$ cat config.mk
export PLATFORM = sky130hd
export DESIGN_NAME = alu_cmd_sequencer_flat
export DESIGN_NICKNAME = d
export VERILOG_FILES = /design/src/rtl/alu_cmd_sequencer_if.sv /design/src/rtl/alu_cmd_sequencer.sv /design/src/flat_wrapper.sv
export SDC_FILE = /design/constraint.sdc
export NUM_CORES = 1
export LEC_CHECK = 0
export BUFFER_PORTS_ARGS = -buffer_cell sky130_fd_sc_hd__buf_4
export CAP_MARGIN = 20
export CORE_MARGIN = 4
export CORE_UTILIZATION = 57
export CTS_CLUSTER_SIZE = 28
export DETAILED_ROUTE_END_ITERATION = 7
export HOLD_SLACK_MARGIN = 0.02
export PLACE_DENSITY = 0.89
export SLEW_MARGIN = 30
export SYNTH_ARGS = -nofsm -noshare
export SYNTH_HDL_FRONTEND = slang
export SYNTH_SLANG_ARGS = --single-unit
$ cat constraint.sdc
create_clock -name clk -period 3.55 [get_ports clk]
set_input_delay 0.8875 -clock clk [delete_from_list [all_inputs] [get_ports clk]]
set_output_delay 0.8875 -clock clk [all_outputs]
set_load 0.1 [all_outputs]
$ cat src/rtl/alu_cmd_sequencer_if.sv
// Host-side bundle of the ALU command sequencer: command push port and
// result return port, both valid/ready.
interface alu_cmd_sequencer_if;
  logic       cmd_valid;
  logic       cmd_ready;
  logic       cmd_load;
  logic [2:0] cmd_op;
  logic [7:0] cmd_data;

  logic       res_valid;
  logic       res_ready;
  logic [7:0] res_data;
  logic [2:0] res_op;

  modport master (
    output cmd_valid, cmd_load, cmd_op, cmd_data, res_ready,
    input  cmd_ready, res_valid, res_data, res_op
  );

  modport slave (
    input  cmd_valid, cmd_load, cmd_op, cmd_data, res_ready,
    output cmd_ready, res_valid, res_data, res_op
  );
endinterface

$ cat src/rtl/alu_cmd_sequencer.sv
// Command front end for the ALU control unit: queues host commands, issues
// one-cycle load/compute strobes, follows actualstate to completion and returns results.
module alu_cmd_sequencer #(
  parameter int DEPTH   = 4,
  parameter int IDLE_TO = 255,
  parameter int BUSY_TO = 4
) (
  input  logic               clk,
  input  logic               rst,
  alu_cmd_sequencer_if.slave host,
  output logic               load,
  output logic               compute,
  output logic [2:0]         op,
  output logic [7:0]         data_out,
  input  logic [4:0]         actualstate,
  input  logic [7:0]         result_in,
  output logic               busy,
  output logic               err,
  input  logic               err_clr
);

  localparam int AW = $clog2(DEPTH);
  localparam int CW = AW + 1;
  localparam logic [7:0] BUSY_LAST = 8'(BUSY_TO - 1);
  localparam logic [7:0] IDLE_LAST = 8'(IDLE_TO - 1);

  typedef enum logic [2:0] {IDLE, ISSUE, WAIT_BUSY, WAIT_IDLE, RESULT} state_t;

  state_t        state;
  state_t        state_next;

  logic [11:0]   mem [DEPTH];
  logic [AW-1:0] wr_ptr;
  logic [AW-1:0] rd_ptr;
  logic [CW-1:0] count;
  logic          push;
  logic          pop;
  logic          fifo_empty;
  logic          fifo_full;

  logic          kind;
  logic [7:0]    wait_cnt;
  logic          cnt_clr;
  logic          cnt_inc;
  logic          timeout;

  logic          res_valid_q;
  logic [7:0]    res_data_q;
  logic [2:0]    res_op_q;
  logic          res_free;
  logic          res_take_new;
  logic          res_take_hold;
  logic          hold_take;
  logic [7:0]    hold_data;
  logic [2:0]    hold_op;

  assign fifo_empty     = (count == '0);
  assign fifo_full      = (count == CW'(DEPTH));
  assign push           = host.cmd_valid && !fifo_full;
  assign host.cmd_ready = !fifo_full;

  assign host.res_valid = res_valid_q;
  assign host.res_data  = res_data_q;
  assign host.res_op    = res_op_q;
  assign res_free       = !res_valid_q || host.res_ready;

  assign busy = (state != IDLE) || !fifo_empty;

  // Entry layout is {kind, op, data}; storage needs no reset since pointers define validity.
  always_ff @(posedge clk) begin
    if (push) begin
      mem[wr_ptr] <= {host.cmd_load, host.cmd_op, host.cmd_data};
    end
  end

  always_ff @(posedge clk or negedge rst) begin
    if (!rst) begin
      wr_ptr <= '0;
      rd_ptr <= '0;
      count  <= '0;
    end else begin
      if (push) begin
        wr_ptr <= wr_ptr + AW'(1);
      end
      if (pop) begin
        rd_ptr <= rd_ptr + AW'(1);
      end
      if (push && !pop) begin
        count <= count + CW'(1);
      end else if (pop && !push) begin
        count <= count - CW'(1);
      end
    end
  end

  always_ff @(posedge clk or negedge rst) begin
    if (!rst) begin
      kind     <= 1'b0;
      op       <= 3'd0;
      data_out <= 8'd0;
    end else if (pop) begin
      {kind, op, data_out} <= mem[rd_ptr];
    end
  end

  always_ff @(posedge clk or negedge rst) begin
    if (!rst) begin
      state <= IDLE;
    end else begin
      state <= state_next;
    end
  end

  // A finished compute goes straight to the result register when it is free;
  // RESULT is only visited when the previous result is still unconsumed.
  always_comb begin
    state_next    = state;
    pop           = 1'b0;
    load          = 1'b0;
    compute       = 1'b0;
    cnt_clr       = 1'b0;
    cnt_inc       = 1'b0;
    timeout       = 1'b0;
    res_take_new  = 1'b0;
    res_take_hold = 1'b0;
    hold_take     = 1'b0;
    case (state)
      IDLE: begin
        if (!fifo_empty) begin
          pop        = 1'b1;
          state_next = ISSUE;
        end
      end
      ISSUE: begin
        load       = kind;
        compute    = !kind;
        cnt_clr    = 1'b1;
        state_next = WAIT_BUSY;
      end
      WAIT_BUSY: begin
        if (actualstate != 5'd0) begin
          cnt_clr    = 1'b1;
          state_next = WAIT_IDLE;
        end else if (wait_cnt == BUSY_LAST) begin
          timeout    = 1'b1;
          state_next = IDLE;
        end else begin
          cnt_inc = 1'b1;
        end
      end
      WAIT_IDLE: begin
        if (actualstate == 5'd0) begin
          if (kind) begin
            state_next = IDLE;
          end else if (res_free) begin
            res_take_new = 1'b1;
            state_next   = IDLE;
          end else begin
            hold_take  = 1'b1;
            state_next = RESULT;
          end
        end else if (wait_cnt == IDLE_LAST) begin
          timeout    = 1'b1;
          state_next = IDLE;
        end else begin
          cnt_inc = 1'b1;
        end
      end
      RESULT: begin
        if (res_free) begin
          res_take_hold = 1'b1;
          state_next    = IDLE;
        end
      end
      default: begin
        state_next = IDLE;
      end
    endcase
  end

  always_ff @(posedge clk or negedge rst) begin
    if (!rst) begin
      wait_cnt <= 8'd0;
    end else if (cnt_clr) begin
      wait_cnt <= 8'd0;
    end else if (cnt_inc) begin
      wait_cnt <= wait_cnt + 8'd1;
    end
  end

  // Set has priority so a timeout coinciding with err_clr is never lost.
  always_ff @(posedge clk or negedge rst) begin
    if (!rst) begin
      err <= 1'b0;
    end else if (timeout) begin
      err <= 1'b1;
    end else if (err_clr) begin
      err <= 1'b0;
    end
  end

  always_ff @(posedge clk or negedge rst) begin
    if (!rst) begin
      hold_data <= 8'd0;
      hold_op   <= 3'd0;
    end else if (hold_take) begin
      hold_data <= result_in;
      hold_op   <= op;
    end
  end

  always_ff @(posedge clk or negedge rst) begin
    if (!rst) begin
      res_valid_q <= 1'b0;
      res_data_q  <= 8'd0;
      res_op_q    <= 3'd0;
    end else if (res_take_new) begin
      res_valid_q <= 1'b1;
      res_data_q  <= result_in;
      res_op_q    <= op;
    end else if (res_take_hold) begin
      res_valid_q <= 1'b1;
      res_data_q  <= hold_data;
      res_op_q    <= hold_op;
    end else if (res_valid_q && host.res_ready) begin
      res_valid_q <= 1'b0;
    end
  end

endmodule

$ cat src/flat_wrapper.sv
// flat-port wrapper written by rule: the top's interface ports become plain ports
module alu_cmd_sequencer_flat 
#(
  parameter int DEPTH   = 4,
  parameter int IDLE_TO = 255,
  parameter int BUSY_TO = 4
)
  (clk, rst, load, compute, op, data_out, actualstate, result_in, busy, err, err_clr, host_cmd_valid, host_cmd_load, host_cmd_op, host_cmd_data, host_res_ready, host_cmd_ready, host_res_valid, host_res_data, host_res_op);
  alu_cmd_sequencer_if host_i ();
  input  logic clk;
  input  logic rst;
  output logic load;
  output logic compute;
  output logic [2:0] op;
  output logic [7:0] data_out;
  input  logic [4:0] actualstate;
  input  logic [7:0] result_in;
  output logic busy;
  output logic err;
  input  logic err_clr;
  input wire logic [$bits(host_i.cmd_valid)-1:0] host_cmd_valid;
  input wire logic [$bits(host_i.cmd_load)-1:0] host_cmd_load;
  input wire logic [$bits(host_i.cmd_op)-1:0] host_cmd_op;
  input wire logic [$bits(host_i.cmd_data)-1:0] host_cmd_data;
  input wire logic [$bits(host_i.res_ready)-1:0] host_res_ready;
  output wire logic [$bits(host_i.cmd_ready)-1:0] host_cmd_ready;
  output wire logic [$bits(host_i.res_valid)-1:0] host_res_valid;
  output wire logic [$bits(host_i.res_data)-1:0] host_res_data;
  output wire logic [$bits(host_i.res_op)-1:0] host_res_op;
  assign host_i.cmd_valid = host_cmd_valid;
  assign host_i.cmd_load = host_cmd_load;
  assign host_i.cmd_op = host_cmd_op;
  assign host_i.cmd_data = host_cmd_data;
  assign host_i.res_ready = host_res_ready;
  assign host_cmd_ready = host_i.cmd_ready;
  assign host_res_valid = host_i.res_valid;
  assign host_res_data = host_i.res_data;
  assign host_res_op = host_i.res_op;
  alu_cmd_sequencer #(.DEPTH(DEPTH), .IDLE_TO(IDLE_TO), .BUSY_TO(BUSY_TO)) u_core (.clk(clk), .rst(rst), .host(host_i), .load(load), .compute(compute), .op(op), .data_out(data_out), .actualstate(actualstate), .result_in(result_in), .busy(busy), .err(err), .err_clr(err_clr));
endmodule
### Word level (Yosys, flattened, before mapping)

Memory sizes are Yosys's and may differ from the RTL's. A register that Yosys moved wholly into a read port is not among the register bits.
Index checks and enable logic that the tools add are counted.
W data, S select, Z words.

* flip-flop bits (word level): 42
* RAM bits: 48
* input port bits: 30
* output and inout port bits: 28
* logic and storage cells: 101
* memories: 1

Memories
* u_core.mem: depth 4, bits a word 12, rd ports 1, clocked after Yosys merged registers in 1, wr ports 1, RTL line alu_cmd_sequencer.sv:32 `logic [11:0] mem [DEPTH];`

* $add $sub $neg: 5
* equal/unequal tests: 11
* mux-type cells: 49
* reduce and logical (&&, ||, !) cells: 24

Operators by type and width (count)
* $mux W3: 12
* $mux W8: 4
* $mux W1: 29
* $pmux W3 S5: 1
* $add A8 B1 Y8 const B: 1
* $eq A8 B2 Y1 const B: 1
* $eq A8 B8 Y1 const B: 1
* $reduce_bool A2 Y1: 4
* $logic_not A1 Y1: 7
* $eq A3 B2 Y1 const B: 2
* $eq A3 B3 Y1 const B: 2
* $logic_not A3 Y1: 2
* $ne A3 B1 Y1 const B: 2
* $pmux W1 S2: 3
* $reduce_bool A3 Y1: 2
* $logic_not A5 Y1: 1
* $reduce_bool A5 Y1: 1
* $add A2 B1 Y2 const B: 2
* $logic_and A1 B1 Y1: 4
* $reduce_and A4 Y1: 1
* $add A3 B1 Y3 const B: 1
* $eq A3 B1 Y1 const B: 1
* $sub A3 B1 Y3 const B: 1
* $logic_or A1 B1 Y1: 2
* other kinds (2): 2

### Depth between registers and ports, before layout

* depth after elaboration: 7
* mapped depth: 11
* depth with buffers taken out: 9

### Worst setup path after synthesis

OpenSTA, ideal clock, no wires.

* path type: reg2out
* from: reg u_core.state[0]
* to: out load
* data arrival time: 2779 ps
* required time: 2663 ps
* slack: -116 ps
* cell stages (with the launch flop): 4
* path buffers: 1
* cell sequence: dfrtp_1 > buf_1 > nand2_1 > nor3_1

* word-level cells in the longest chain between the ends: 2

Ends and longest elaborated chain
* start, declared: RTL line alu_cmd_sequencer.sv:29 `state_t state;`
* start signal, assigned: RTL line alu_cmd_sequencer.sv:110 `state <= state_next;`
* $eq A3 B1 Y1: RTL line alu_cmd_sequencer.sv:127 `case (state)`
* $mux W1: RTL line alu_cmd_sequencer.sv:127
* end, declared: RTL line flat_wrapper.sv:12 `output logic load;`

No other way between the ends.

### Final worst setup path

* from: in actualstate[2]
* to: reg u_core.res_op_q[1] (netlist: u_core.host.res_op[1])

* word-level cells in the longest chain between the ends: 4

Ends and longest elaborated chain
* start, declared: RTL line flat_wrapper.sv:16 `input logic [4:0] actualstate;`
* $logic_not A5 Y1 *: RTL line alu_cmd_sequencer.sv:152 `if (actualstate == 5'd0) begin`
* $mux W1 *: RTL line alu_cmd_sequencer.sv:152
* $mux W1 *: RTL line alu_cmd_sequencer.sv:127
* $mux W3 / $reduce_bool A2 Y1 (equally long branches)
* end signal, assigned: RTL line alu_cmd_sequencer.sv:220 `res_op_q <= op;`
* end signal, assigned: RTL line alu_cmd_sequencer.sv:224 `res_op_q <= hold_op;`
* end, declared: RTL line alu_cmd_sequencer.sv:49 `logic [2:0] res_op_q;`

Every way passes the cells marked *; elsewhere a longest branch is shown, timed or not.
A chain may end at the register's enable or synchronous reset.

==> results by group <==
Floorplan
  – Chip Width: 94.77 um
  – Starting Density: 58.85%
  – Core Region: 7292 um2
  – I/O pins: 58
  – Die Span Y: 94.77 um
  – Die ar.: 8981 um2
  – # rows: 31

Logic synthesis
  – Flops & latches, synth: 102
  – YS warnings: 0
  – Net count after synthesis: 323
  – Ys async rst share: 52.94%
  – Synth area leader: edfxtp_1
  – Synth area leaders: edfxtp_1 (34%), dfrtp_1 (31%), mux2_2 (6.3%)
  – Post-synth cell types: 45
  – Synth Area per Inst: 15.06 um2
  – Share of Yosys cell area claimed by the top area cell type: 33.59%
  – Mapped Cells: 285
  – Mapped cell area: 4292 um2
  – Post-synth EDFFs: 48
  – Top_reg_cell synth: dfrtp_1
  – Sequential cell area fraction in the yosys report: 65.07%

Clock network
  – Post-CTS Setup Bufs: 0
  – Clk buf depth: 2
  – Clk_lat worst skew: 0.36 ns
  – CTS sink cnt: 102
  – CTS Hold Buffers Added: 0
  – Total CTS buffers: 9
  – Clock slew at reported path FFs: 0.10 ns
  – CTS resizes: 0
  – CTS tree: done
  – Root Buffer: clkbuf_8
  – H-Tree Level Count: 3

Routing
  – Vias: 2546
  – DR pass1 iterations: 6
  – Final WL: 7615 um
  – Initial DRC Count: 76
  – WL/cell: 17.00 um
  – Vias per cell: 5.683
  – DRC viols: 0
  – ANT nets after route: 0

Setup path
  – Worst EP required: 3.79 ns
  – Critical path arrival: 2.85 ns
  – Critical path fanouts, max: 12
  – Slowest stage cell on the critical path: or4_1
  – Critical path buffers and inverters: 2
  – CP Capture Type: register
  – Crit path cell chain: buf_4 > or4_4 > or4_1 > nor2_1 > buf_4 > nor2_1 > a21o_1
  – Crit-path leading delay family: simple AND/OR/NAND/NOR gates
  – Worst path max stage delay: 0.57 ns
  – Critical path class: in2reg
  – Startpoint types: primary input

Power
  – Switch share: 43.58%
  – NetSw: 2.036 mW
  – Cell Int Power: 2.636 mW
  – Combinational Power Share: 42.3%
  – Peak VDD IR: 637.2 uV
  – Clock power share: 18.8%
  – Power per Cell Area: 922.8 nW/um2
  – Leak Pwr: 2.179 nW
  – Part of the power in registers: 39.0%

STA
  – RSZ-0062 raised after global routing: no
  – Tightest Pin Transition: 0.8181 ns
  – Setup violators final: 0
  – Min Clock Period, post-route: 2.607 ns
  – Fin crit share: 73.44%
  – Fmax: 0.3836 GHz
  – Final Hold Vio Count: 0
  – Clock Skews: 0.01082 ns
  – Slew margin rel.: 45.46%
  – Fin Setup TNS: 0 ns
  – Slew Limit Fails: 0

Global route
  – First-pass GRT wire length: 12340 um
  – Gr usage total: 18.32%
  – Largest net degree at the start of global routing: 55
  – Vias in the first global route: 2530
  – Total gr overflow: 0
  – Initial antenna violation count: 0

Min path
  – Min-delay worst type: reg2reg

Final layout
  – Fin nets: 382
  – Synthesis-to-finish area growth: 17.96%
  – Core Util, Final: 69.42%
  – Layout cells sized above 1: 34.67%
  – # diodes: 0

Place
  – HPWL after DPL: 5172 um
  – GPL Wtd Cong: 0.8120
  – I/O Buffers: 57

Outcome
  – Status: complete, no violations

Flow run
  – Max cap viols: 0
[placed cells by master, fill, tap and decap left out, drive strengths merged, types with 2 or more instances in the layout]
cell type   n
a21o       11
a21oi       3
a22o       11
a31oi       2
and3        4
buf        61
bufinv      3
clkbuf      9
dfrtp      54
edfxtp     48
ha          7
inv        13
mux2       24
mux2i       3
mux4       12
nand2       9
nand2b      5
nand3       6
nor2       19
nor2b       2
nor3        7
nor3b       2
nor4        2
o21ai       9
o22ai       4
or4         3
or4b        2
xnor2       3
xor2        3
[per-layer routing]
metal	vias to the layer above	track usage (%)	share of wire [%]
met4	0	7.452	2.0
li1	1179	-	-
met2	64	31.53	54
met1	1289	22.26	39
met5	-	0	0
met3	14	4.303	5.2
[worst paths after layout]
| check | start | end | cells past startpoint | slack (ns) |
|---|---|---|---|---|
| worst max-delay path | actualstate[2] | u_core.host.res_op[1] | 7 | 0.94 |
| worst min-delay path | u_core.host.res_data[3] | u_core.host.res_data[3] | 1 | 0.49 |
| worst max register to register | u_core.wait_cnt[1] | u_core.wait_cnt[7] | 6 | 1.22 |
| worst min register to register | u_core.host.res_data[3] | u_core.host.res_data[3] | 1 | 0.49 |
| max in group asynchronous | rst | u_core.hold_data[4] | 1 | 2.53 |
| min in group asynchronous | rst | u_core.data_out[1] | 1 | 0.57 |
[metrics by stage]
step	setup WS, ns	cells	power [mW]	instance area [um2]	hold slack (ns)
floorplan	0.01707	285	3.368	4297	0.4636
global placement	0.6264	432	3.771	4812	0.4611
detailed placement	0.5941	432	3.837	4812	0.4740
CTS	0.9675	448	4.719	5062	0.4964
global route	0.7782	448	4.902	5062	0.5096
finish	0.9429	448	4.672	5062	0.4946
[cell families after synthesis]
logic type,synth area share [%]
AND/OR/NAND/NOR,8.542
AO/OA/AOI/OAI,6.939
multiplexers,13.29
flip-flops,65.07
adder cells (fa/ha/maj),2.507
buffers and inverters,2.420
XOR/XNOR,1.225
[power by group through the flow]
stage / clock (mW) / sequential (mW) / combinational, mW
2_1_floorplan: 0 / 2.53 / 0.835
5_1_grt: 0.945 / 1.87 / 2.09
4_1_cts: 0.895 / 1.83 / 2.00
3_5_place_dp: 0 / 1.85 / 1.99
6_report: 0.876 / 1.82 / 1.97
3_3_place_gp: 0 / 1.83 / 1.95
[layout make-up]
| class | instances | area [um2] |
|---|---|---|
| sequential | 102 | 2793 |
| fill | 500 | 2230 |
| multi-input combinational | 160 | 1400 |
| timing repair buffer | 61 | 457.9 |
| clock inverter | 7 | 126.4 |
| clock buffer | 9 | 123.9 |
| tap | 99 | 123.9 |
| inverter | 10 | 37.54 |
[registers in the layout, indices dropped and copies added (netlist names)]
signal	flops
u_core.op	3
u_core.wr_ptr	2
u_core.data_out	8
u_core.mem	48
u_core.err	1
u_core.rd_ptr	2
u_core.state	3
u_core.host.res_data	8
u_core.hold_op	3
u_core.hold_data	8
u_core.host.res_op	3
u_core.wait_cnt	8
u_core.host.res_valid	1
u_core.kind	1
u_core.count	3
[worst reg2reg max path, cell delays in order, from the launching register on]
cell and delay [ns]:
dfrtp_1 0.40, ha_1 0.25, or4b_1 0.44, nor4_1 0.55
or4_4 0.26, nand3_2 0.14, o221ai_1 0.22
[synthesized netlist by cell type, types with 3 or more instances]
| master | n |
|---|---|
| a21o_1 | 11 |
| a22o_1 | 11 |
| and3_1 | 4 |
| buf_1 | 3 |
| clkbuf_1 | 5 |
| dfrtp_1 | 54 |
| edfxtp_1 | 48 |
| ha_1 | 7 |
| inv_1 | 10 |
| mux2_2 | 24 |
| mux2i_1 | 3 |
| mux4_2 | 12 |
| nand2_1 | 9 |
| nand2b_1 | 4 |
| nand3_1 | 5 |
| nor2_1 | 19 |
| nor3_1 | 7 |
| o21ai_0 | 7 |
| o22ai_1 | 4 |
| xnor2_1 | 3 |
| xor2_1 | 3 |
(Power assumes the default switching activity.)
